===== config.mk =====
export PLATFORM = sky130hd
export DESIGN_NAME = rcp_arbiter_flat
export DESIGN_NICKNAME = d
export VERILOG_FILES = /design/src/rtl/rcp_arbiter_if.sv /design/src/rtl/rcp_arbiter.sv /design/src/flat_wrapper.sv
export SDC_FILE = /design/constraint.sdc
export NUM_CORES = 1
export LEC_CHECK = 0
export CORE_ASPECT_RATIO = 0.6
export CORE_MARGIN = 8
export CORE_UTILIZATION = 25
export DETAILED_ROUTE_END_ITERATION = 10
export SYNTH_ARGS = -nofsm -noshare
export SYNTH_HDL_FRONTEND = slang
export SYNTH_SLANG_ARGS = --single-unit

===== constraint.sdc =====
create_clock -name clk_i -period 11.8 [get_ports clk_i]
set_input_delay 2.36 -clock clk_i [delete_from_list [all_inputs] [get_ports clk_i]]
set_output_delay 2.36 -clock clk_i [all_outputs]
set_load 0.01 [all_outputs]

===== src/rtl/rcp_arbiter_if.sv =====
// Requester-side bus of the rcp arbiter: operand requests, grants and routed results.
// Operand k of the packed req_a bus is slice [k*width +: width].
interface rcp_arbiter_if #(
  parameter int unsigned width = 16,
  parameter int unsigned n_req = 4
);
  logic [n_req-1:0]       req_v;
  logic [n_req*width-1:0] req_a;
  logic [n_req-1:0]       req_gnt;
  logic [n_req-1:0]       resp_v;
  logic [width-1:0]       resp_r;

  // Requester side drives operands and receives grants/results.
  modport master (
    output req_v, req_a,
    input  req_gnt, resp_v, resp_r
  );

  // Arbiter side.
  modport slave (
    input  req_v, req_a,
    output req_gnt, resp_v, resp_r
  );
endinterface


===== src/rtl/rcp_arbiter.sv =====
// Round-robin arbiter sharing one rcp reciprocal unit between n_req requesters.
// Tags each issue, routes results back to their owner, and patches the a == 0 case.
module rcp_arbiter #(
  parameter int unsigned width = 16,
  parameter int unsigned n_req = 4,
  parameter int unsigned lat   = 1
) (
  input  logic             clk_i,
  input  logic             rst_i,
  rcp_arbiter_if.slave     bus,
  output logic             rcp_v_o,
  output logic [width-1:0] rcp_a_o,
  input  logic [width-1:0] rcp_r_i,
  input  logic             rcp_ready_i,
  output logic             err_o
);
  localparam int unsigned IDX_W  = $clog2(n_req);
  localparam int unsigned HOLD_W = $clog2(lat + 1);

  typedef struct packed {
    logic             v;
    logic [IDX_W-1:0] idx;
    logic             z;
  } tag_t;

  logic [IDX_W-1:0]  ptr_q;
  logic [HOLD_W-1:0] hold_q;
  tag_t              pipe_q [lat];
  tag_t              tag_in;
  tag_t              tag_out;
  logic [width-1:0]  req_a_arr [n_req];
  logic              gnt_found;
  logic [IDX_W-1:0]  gnt_idx;
  logic [width-1:0]  sel_a;
  logic              op_zero;

  for (genvar g = 0; g < n_req; g++) begin : g_unpack
    assign req_a_arr[g] = bus.req_a[g*width +: width];
  end

  // First pending requester at or after p, wrapping; MSB flags a hit.
  function automatic logic [IDX_W:0] pick(input logic [n_req-1:0] v,
                                          input logic [IDX_W-1:0] p);
    logic [IDX_W-1:0] k;
    pick = '0;
    for (int unsigned i = 0; i < n_req; i++) begin
      k = IDX_W'((32'(p) + i) % n_req);
      if (!pick[IDX_W] && v[k]) pick = {1'b1, k};
    end
  endfunction

  always_comb begin
    {gnt_found, gnt_idx} = rst_i ? '0 : pick(bus.req_v, ptr_q);
    bus.req_gnt = '0;
    if (gnt_found) bus.req_gnt[gnt_idx] = 1'b1;
  end

  // Issue path: a zero operand is replaced by 1 so rcp only sees defined inputs.
  always_comb begin
    sel_a   = req_a_arr[gnt_idx];
    op_zero = (sel_a == '0);
    rcp_v_o = gnt_found;
    rcp_a_o = !gnt_found ? '0 : (op_zero ? width'(1) : sel_a);
    tag_in  = '{v: gnt_found, idx: gnt_idx, z: gnt_found & op_zero};
    tag_out = pipe_q[lat-1];
  end

  always_ff @(posedge clk_i) begin
    if (rst_i) begin
      ptr_q      <= '0;
      hold_q     <= HOLD_W'(lat);
      err_o      <= 1'b0;
      bus.resp_v <= '0;
      bus.resp_r <= '0;
      for (int unsigned i = 0; i < lat; i++) pipe_q[i] <= '0;
    end else begin
      if (gnt_found)
        ptr_q <= (gnt_idx == IDX_W'(n_req - 1)) ? '0 : IDX_W'(gnt_idx + 1'b1);
      pipe_q[0] <= tag_in;
      for (int unsigned i = 1; i < lat; i++) pipe_q[i] <= pipe_q[i-1];
      bus.resp_v <= '0;
      if (tag_out.v) bus.resp_v[tag_out.idx] <= 1'b1;
      bus.resp_r <= tag_out.z ? '1 : rcp_r_i;
      // Ignore rcp_ready_i until the pipe has refilled after reset.
      if (hold_q != '0) hold_q <= hold_q - 1'b1;
      else if (rcp_ready_i != tag_out.v) err_o <= 1'b1;
    end
  end
endmodule


===== src/flat_wrapper.sv =====
// flat-port wrapper written by rule: the top's interface ports become plain ports
module rcp_arbiter_flat 
#(
  parameter int unsigned width = 16,
  parameter int unsigned n_req = 4,
  parameter int unsigned lat   = 1
)
  (clk_i, rst_i, rcp_v_o, rcp_a_o, rcp_r_i, rcp_ready_i, err_o, bus_req_v, bus_req_a, bus_req_gnt, bus_resp_v, bus_resp_r);
  rcp_arbiter_if #(.width(width), .n_req(n_req)) bus_i ();
  input  logic clk_i;
  input  logic rst_i;
  output logic rcp_v_o;
  output logic [width-1:0] rcp_a_o;
  input  logic [width-1:0] rcp_r_i;
  input  logic rcp_ready_i;
  output logic err_o;
  input wire logic [$bits(bus_i.req_v)-1:0] bus_req_v;
  input wire logic [$bits(bus_i.req_a)-1:0] bus_req_a;
  output wire logic [$bits(bus_i.req_gnt)-1:0] bus_req_gnt;
  output wire logic [$bits(bus_i.resp_v)-1:0] bus_resp_v;
  output wire logic [$bits(bus_i.resp_r)-1:0] bus_resp_r;
  assign bus_i.req_v = bus_req_v;
  assign bus_i.req_a = bus_req_a;
  assign bus_req_gnt = bus_i.req_gnt;
  assign bus_resp_v = bus_i.resp_v;
  assign bus_resp_r = bus_i.resp_r;
  rcp_arbiter #(.width(width), .n_req(n_req), .lat(lat)) u_core (.clk_i(clk_i), .rst_i(rst_i), .bus(bus_i), .rcp_v_o(rcp_v_o), .rcp_a_o(rcp_a_o), .rcp_r_i(rcp_r_i), .rcp_ready_i(rcp_ready_i), .err_o(err_o));
endmodule

# Word-level counts from Yosys, hierarchy flattened
# Memories as Yosys holds them, arrays and structs flattened.
# Index checks and enable logic that the tools add are counted.
# classes
reduce_logical,12
add_sub_neg,5
order_cmp,9
muxes,31
bitwise,4
n_eq_ne,2
# op_table
cell,count
$mux W16,5
$bmux W16 S2,1
$lt A2 B3 Y1 const B,6
$logic_not A16 Y1,1
$mux W3,5
$mux W1,11
$bmux W1 S2,4
$mux W4,2
$logic_and A1 B1 Y1,5
$add A2 B1 Y2 const B,2
$add A2 B2 Y2 const B,2
$demux W1 S2,2
$ge A2 B1 Y1 const B,2
$reduce_or A4 Y1,1
$ge A3 B3 Y1 const B,1
$logic_not A1 Y1,3
$not A2 Y3,1
$eq A2 B2 Y1 const B,1
$mux W2,1
$not A1 Y1,2
$reduce_and A2 Y1,1
$reduce_or A2 Y1,1
$and A1 B1 Y1,1
$ne A1 B1 Y1,1
$sub A1 B1 Y1 const B,1
# word_totals
register_bits,24
ramBits,4
wordCells,69
memories,1
output_inout_bits,42
input_bits,87
# memory_table
memory,depth,width,read_ports,rd_ports_with_merged_regs,write_ports,line,source
u_core.pipe_q,1,4,1,0,1,rcp_arbiter.sv:28,tag_t pipe_q [lat];

# Depth between registers and ports, before layout
# Gate-level depths: netlist of the first run.
# logic_depth
depth_word,20
mapped_depth,10
ltp_nobuf,7

# Worst setup path after synthesis of the first run
# OpenSTA, ideal clock, no wires.
# synth_timing
path_kind,input-to-output
start,input bus_req_v[1]
end,output rcp_a_o[10]
t_required_ps,9440
setup_slack_ps,4558
arrival_time_ps,4882
stages,10
path_cell_list,nor4_1 -> nor2_2 -> nand4_1 -> buf_4 -> buf_6 -> mux4_2 -> nor4_2 -> nand4_2 -> buf_2 -> and3_1
# synth_via
elab_chain_len,20
# synth_rtl
element,line,source
"start, declared",flat_wrapper.sv:17,input wire logic [$bits(bus_i.req_v)-1:0] bus_req_v;
$bmux W1 S2,rcp_arbiter.sv:48,"if (!pick[IDX_W] && v[k]) pick = {1'b1, k};"
$mux W1 (implied by the code),rcp_arbiter.sv:48,
$mux W3,rcp_arbiter.sv:48,
$logic_not A1 Y1,rcp_arbiter.sv:48,
$logic_and A1 B1 Y1,rcp_arbiter.sv:48,
$mux W3,rcp_arbiter.sv:48,
$logic_not A1 Y1,rcp_arbiter.sv:48,
$logic_and A1 B1 Y1,rcp_arbiter.sv:48,
[... 3 more ...],--,
$mux W3 *,rcp_arbiter.sv:48,
$mux W3 *,rcp_arbiter.sv:53,"{gnt_found, gnt_idx} = rst_i ? '0 : pick(bus.req_v, ptr_q);"
$not A2 Y3 (implied by the code),rcp_arbiter.sv:60,sel_a = req_a_arr[gnt_idx];
$bmux W16 S2,rcp_arbiter.sv:60,
$mux W16 (implied by the code) (2 in a row),rcp_arbiter.sv:60,
$logic_not A16 Y1,rcp_arbiter.sv:61,op_zero = (sel_a == '0);
$mux W16,rcp_arbiter.sv:63,rcp_a_o = !gnt_found ? '0 : (op_zero ? width'(1) : sel_a);
$mux W16 *,rcp_arbiter.sv:63,
"end, declared",flat_wrapper.sv:13,output logic [width-1:0] rcp_a_o;
# Mark *: on every way between the ends. The rest lies on a longest branch, timed or not. The select of a mux whose other input is x is not followed.

# Final worst setup path of the first run
# layout_timing
start,input bus_req_v[1]
end,output rcp_a_o[11]
# Same word-level chain as after synthesis.

==> results of run 1 <==
-- layout make-up --
| type | count | area (um2) | share of cell area [%] |
|---|---|---|---|
| Timing Repair Buffer | 130 | 1300 | 43.4 |
| Clock buffer | 3 | 41.3 | 1.38 |
| Multi-Input combinational cell | 112 | 940 | 31.4 |
| Tap cell | 84 | 105 | 3.52 |
| Inverter | 4 | 15.0 | 0.503 |
| Clock inverter | 1 | 30.0 | 1.01 |
| Sequential cell | 28 | 561 | 18.8 |
-- power groups by stage --
stage	sequential, W	combinational [W]	clock (W)
floorplan	0.000107	0.0000467	0
global placement	0.000106	0.000106	0
detailed placement	0.000106	0.000105	0
CTS	0.000104	0.000106	0.0000772
global route	0.000104	0.000113	0.0000808
finish	0.000104	0.000104	0.0000744
-- registers in the layout, indices dropped and copies added, names as in the netlist --
| name | count |
|---|---|
| u_core.err_o | 1 |
| u_core.ptr_q | 2 |
| u_core.hold_q | 1 |
| u_core.bus.resp_v | 4 |
| u_core.bus.resp_r | 16 |
| u_core.pipe_q | 4 |
-- worst min path at each step --
| stage | start | endpoint | slack, ns | cells after the start |
|---|---|---|---|---|
| floorplan | u_core.pipe_q[0][2] | u_core.bus.resp_v[1] | 0.43 | 1 |
| global placement | u_core.pipe_q[0][1] | u_core.bus.resp_v[2] | 0.45 | 1 |
| detailed placement | u_core.pipe_q[0][2] | u_core.bus.resp_v[1] | 0.45 | 1 |
| CTS | u_core.pipe_q[0][2] | u_core.bus.resp_v[1] | 0.46 | 1 |
| global route | u_core.pipe_q[0][2] | u_core.bus.resp_v[1] | 0.49 | 1 |
| finish | u_core.pipe_q[0][1] | u_core.bus.resp_v[0] | 0.47 | 1 |
-- per-layer routing --
metal	up-vias	part of all wire, %	GRT usage [%]
met2	40	50	22.7
met1	778	44	16.0
met3	2	5.3	4.05
met5	-	0	0
li1	807	-	-
met4	0	0.20	1.13
-- stage by stage --
step                      hold slack [ns]  area [um2]  total power [W]
after global routing                0.492        2990         0.000298
after global placement              0.446        2920         0.000211
after detailed placement            0.451        2920         0.000211
after floorplan                     0.429        1580         0.000154
final                               0.466        2990         0.000282
after CTS                           0.465        2990         0.000287
-- kinds of logic after synthesis --
| family | share of synthesized area, % |
|---|---|
| and+or+nand+nor | 27.9 |
| DFF | 35.4 |
| muxes | 23.4 |
| buffers and inverters | 5.14 |
| AOI/OAI and AO/OA | 4.35 |
| adders and majority gates | 3.16 |
| xor gates and xnor gates | 0.554 |
-- worst max-delay path, cell delays in order --
cell	delay (ns)
clkdlybuf4s50_1	0.49
nor4_1	0.76
nor2_2	0.32
nand4_1	0.15
buf_4	0.35
mux4_2	0.59
nor4_1	0.55
nand4_2	0.39
and3_1	0.32
clkdlybuf4s50_1	0.50
-- synth_stat cells --
cell type / number
nor2_1: 39
dfxtp_1: 28
mux4_2: 16
and3_1: 15
clkbuf_1: 5
and2_1: 4
ha_1: 4
inv_2: 4
nor2b_1: 4
nand2b_1: 3
nor4_1: 3
a21o_1: 2
buf_1: 2
buf_2: 2
buf_6: 2
nor4_2: 2
nor4bb_1: 2
a221o_1: 1
a31oi_1: 1
and4_1: 1
and4b_1: 1
buf_4: 1
mux2i_1: 1
nand2_1: 1
nand3b_1: 1
nand4_1: 1
nand4_2: 1
nor2_2: 1
nor3_1: 1
nor4b_1: 1
o21a_1: 1
o21ai_1: 1
o21bai_1: 1
o2bb2ai_1: 1
o311ai_1: 1
xnor2_1: 1
==> results.json, run 1 <==
{
  "outcome": "finished, final reports clean",
  "relSlewSlack_pct": 36.4,
  "placed_cells": 358,
  "drtPass1Iterations": 4,
  "vias": 1627,
  "drive_above_1_share_pct": 10.8,
  "ir_worst_vdd_mv": 0.0618,
  "cp-start-kind": "input port",
  "r2r_start": "u_core.ptr_q[1]",
  "period_needed_ns": 9.15,
  "grt_pass1_vias": 1639,
  "clock_path_buffers": 2,
  "setup_ws_ns": 2.65,
  "cellPowerDensity_mw_per_mm2": 94.5,
  "nFillCells": 597,
  "report.final.slew_viol_count": 0,
  "cts_tree": "done",
  "layout.cells.most_common": "clkdlybuf4s50_1",
  "synth_fp_nets": 247,
  "timing.fmax_mhz": 109,
  "nets": 370,
  "min_period_over_period_pct": 77.5,
  "hold_violations": 0,
  "yosys-top-cells-area": "dfxtp_1 35%, mux4_2 23%, nor2_1 9.3%",
  "syn_area_mm2": 0.00158,
  "critPathLaunch": "bus_req_v[1]",
  "ioPinCount": 129,
  "wire_per_inst_um": 17.0,
  "hp-class": "reg2reg",
  "syn_to_final_growth_pct": 88.9,
  "crit_required_ns": 9.44,
  "dieArea_mm2": 0.00921,
  "reg2reg_slack_ns": 8.57,
  "cts_num_sinks": 28,
  "grt_use_total_pct": 13.0,
  "cts_htree_levels": 1,
  "cts_buffers": 3,
  "utilization_pct": 48.9,
  "insertedDiodeCount": 0,
  "arrival_ns": 6.79,
  "grt_max_degree": 29,
  "rsz0062_at_grt": "false",
  "layout_common_cells": "128 x clkdlybuf4s50_1, 39 x nor2_1, 28 x dfxtp_1",
  "clock_skew_ns": 0.00365,
  "ys_seq_area_share_pct": 35.4,
  "core_area_mm2": 0.00611,
  "dr.first_iter.drc_count": 56,
  "clk_pin_slew_ns": 0.09,
  "syn_inst": 156,
  "cts_hold_buf": 0,
  "comb_power_share_pct": 37.0,
  "remaining_drc_errors": 0,
  "gp_congestion": 0.779,
  "postRouteWirelength_um": 6150,
  "maxCapViolations": 0,
  "num_rows": 22,
  "die_w_um": 119,
  "instances_no_fill": 362,
  "dp_hpwl_um": 5130,
  "ys_ff_latch": 28,
  "setup_viol": 0,
  "insertion_delay_ns": 0.27,
  "swShare_pct": 24.8,
  "start_util_pct": 25.9,
  "synth_warnings": 0,
  "pwr-share-clk_pct": 26.3,
  "internal_power_w": 0.000213,
  "path_class": "in2out",
  "cts_resized": 0,
  "yosysTopAreaCellShare_pct": 35.4,
  "timing.rr.end": "u_core.pipe_q[0][0]",
  "dpl_worst_slack_ns": 2.65,
  "tightest_slew_ns": 0.953,
  "grt-ovfl-total": 0,
  "syn_area_per_cell_um2": 10.1,
  "p_leak_nw": 1.19,
  "grt_pass1_wl_um": 9560,
  "endpoint_kind": "output port",
  "r2r_cells": 7,
  "switchingPower_w": 0.0000700,
  "p_seq_share_pct": 36.7,
  "yosysTopAreaCell": "dfxtp_1",
  "cp-endpoint": "rcp_a_o[11]",
  "tns_ns": 0,
  "antenna_found_initial": 0,
  "cp_max_fo": 22,
  "antenna_left": 0,
  "synth_cell_type_count": 36,
  "port_buffers": 128,
  "post-cts-setup-buffers": 0,
  "cts-root-buf": "clkbuf_8",
  "die_y_um": 77.6,
  "viasPerCell": 4.49
}
(Power assumes the default switching activity.)
==> run 2: changes to the inputs <==
--- a/config.mk
+++ b/config.mk
@@ -9,6 +9,7 @@
 export CORE_MARGIN = 8
 export CORE_UTILIZATION = 25
 export DETAILED_ROUTE_END_ITERATION = 10
+export PLACE_DENSITY = 0.67
 export SYNTH_ARGS = -nofsm -noshare
 export SYNTH_HDL_FRONTEND = slang
 export SYNTH_SLANG_ARGS = --single-unit
==> constraint.sdc (replaced) <==
create_clock -name clk_i -period 7.62 [get_ports clk_i]
set_input_delay 1.524 -clock clk_i [delete_from_list [all_inputs] [get_ports clk_i]]
set_output_delay 1.524 -clock clk_i [all_outputs]
set_load 0.01 [all_outputs]
==> results.json, run 2 (same netlist as run 1, synthesis figures left out) <==
{
  "layout.cells.most_common": "clkdlybuf4s50_1",
  "num_rows": 22,
  "grt_max_degree": 23,
  "cp-start-kind": "input port",
  "r2r_cells": 8,
  "seqCellArea_um2": 561,
  "antenna_left": 0,
  "antenna_found_initial": 0,
  "remaining_drc_errors": 0,
  "timing.fmax_mhz": 141,
  "tightest_slew_ns": 0.775,
  "nets": 372,
  "rsz0062_at_grt": "false",
  "setup_viol": 0,
  "tns_ns": 0,
  "p_leak_nw": 1.20,
  "crit_required_ns": 6.10,
  "nFillCells": 578,
  "die_y_um": 77.6,
  "outcome": "finished, final reports clean",
  "dieArea_mm2": 0.00921,
  "ioPinCount": 129,
  "whs_path_depth": 1,
  "dp_hpwl_um": 5140,
  "dr.first_iter.drc_count": 61,
  "report.final.slew_viol_count": 0,
  "core_area_mm2": 0.00611,
  "period_needed_ns": 7.08,
  "postRouteWirelength_um": 6050,
  "power_w": 0.000437,
  "gp_congestion": 0.815,
  "clock_path_buffers": 2,
  "die_w_um": 119,
  "insertedDiodeCount": 0,
  "viasPerCell": 4.47,
  "multi_input_area_um2": 940,
  "clk_pin_slew_ns": 0.09,
  "largest_register": "u_core.bus.resp_r",
  "cts-root-buf": "clkbuf_8",
  "cts_buffers": 3,
  "cts_num_sinks": 28,
  "drive_above_1_share_pct": 11.4,
  "grt_use_total_pct": 12.5,
  "relSlewSlack_pct": 48.3,
  "drtPass1Iterations": 4,
  "hold_violations": 0,
  "ir_worst_vdd_mv": 0.0701,
  "start_util_pct": 25.9,
  "reg_top3": "u_core.bus.resp_r: 16 flops, u_core.bus.resp_v: 4 flops, u_core.pipe_q: 4 flops",
  "min_period_over_period_pct": 92.9,
  "vias": 1626,
  "wire_per_inst_um": 16.6,
  "hp-class": "reg2reg",
  "grt-ovfl-total": 0,
  "largest_reg_flops": 16,
  "post-cts-setup-buffers": 0,
  "syn_to_final_growth_pct": 89.9,
  "maxCapViolations": 0,
  "layout_common_cells": "128 x clkdlybuf4s50_1, 39 x nor2_1, 28 x dfxtp_1",
  "cts_htree_levels": 1,
  "grt_pass1_vias": 1797,
  "port_buffers": 128,
  "insertion_delay_ns": 0.27,
  "clock_skew_ns": 0.00129,
  "cts_resized": 0,
  "cts_tree": "done",
  "endpoint_kind": "output port",
  "cp_max_fo": 16,
  "cellPowerDensity_mw_per_mm2": 145,
  "reg2reg_slack_ns": 4.37,
  "grt_pass1_wl_um": 9440,
  "path_class": "in2out",
  "arrival_ns": 5.55,
  "cts_hold_buf": 0
}
==> run 2: power breakdown <==
part	switching, W	internal [W]	total, W
sequential	0.00000509	0.000155	0.000160
combinational	0.0000583	0.000104	0.000162
clock	0.0000437	0.0000702	0.000114
==> run 2: area by class of cell <==
class | instances | share of cell area [%]
Clock buffer | 3 | 1.38
Timing Repair Buffer | 132 | 43.7
Clock inverter | 1 | 1.00
Multi-Input combinational cell | 112 | 31.3
Sequential cell | 28 | 18.7
Tap cell | 84 | 3.50
Inverter | 4 | 0.500
==> run 2: layer usage <==
layer / vias to the layer above / GRT usage (%) / part of all wire (%)
met3: 4 / 3.76 / 5.5
met2: 45 / 21.2 / 47
met4: 0 / 1.88 / 0.81
met5: - / 0 / 0
li1: 807 / - / -
met1: 770 / 15.6 / 46
==> run 2: path summary, 6_finish.rpt <==
path / start / end
worst max register to register: u_core.ptr_q[1] / u_core.pipe_q[0][0]
worst max-delay path: bus_req_v[1] / rcp_a_o[6]
worst min register to register: u_core.pipe_q[0][1] / u_core.bus.resp_v[0]
worst min-delay path: u_core.pipe_q[0][1] / u_core.bus.resp_v[0]
==> run 2: metrics by stage <==
| stage | instance area (um2) | util [%] | hold WS (ns) | cells | worst slack [ns] |
|---|---|---|---|---|---|
| after detailed placement | 2930 | 48.0 | 0.463 | 360 | 0.568 |
| final | 3000 | 49.1 | 0.479 | 364 | 0.542 |
| after global routing | 3000 | 49.1 | 0.505 | 364 | 0.241 |
| after floorplan | 1580 | - | 0.429 | 156 | 2.05 |
| after CTS | 3000 | 49.1 | 0.477 | 364 | 0.511 |
| after global placement | 2930 | 48.0 | 0.452 | 360 | 0.574 |
==> run 2: critical path, stage by stage <==
cell and delay [ns]:
clkdlybuf4s50_1 0.50, nor2b_1 0.20, o311ai_1 0.28, a221o_1 0.73, buf_4 0.28, mux4_2 0.32, nor4_2 0.48, nand4_2 0.41
and3_1 0.33, clkdlybuf4s50_1 0.49
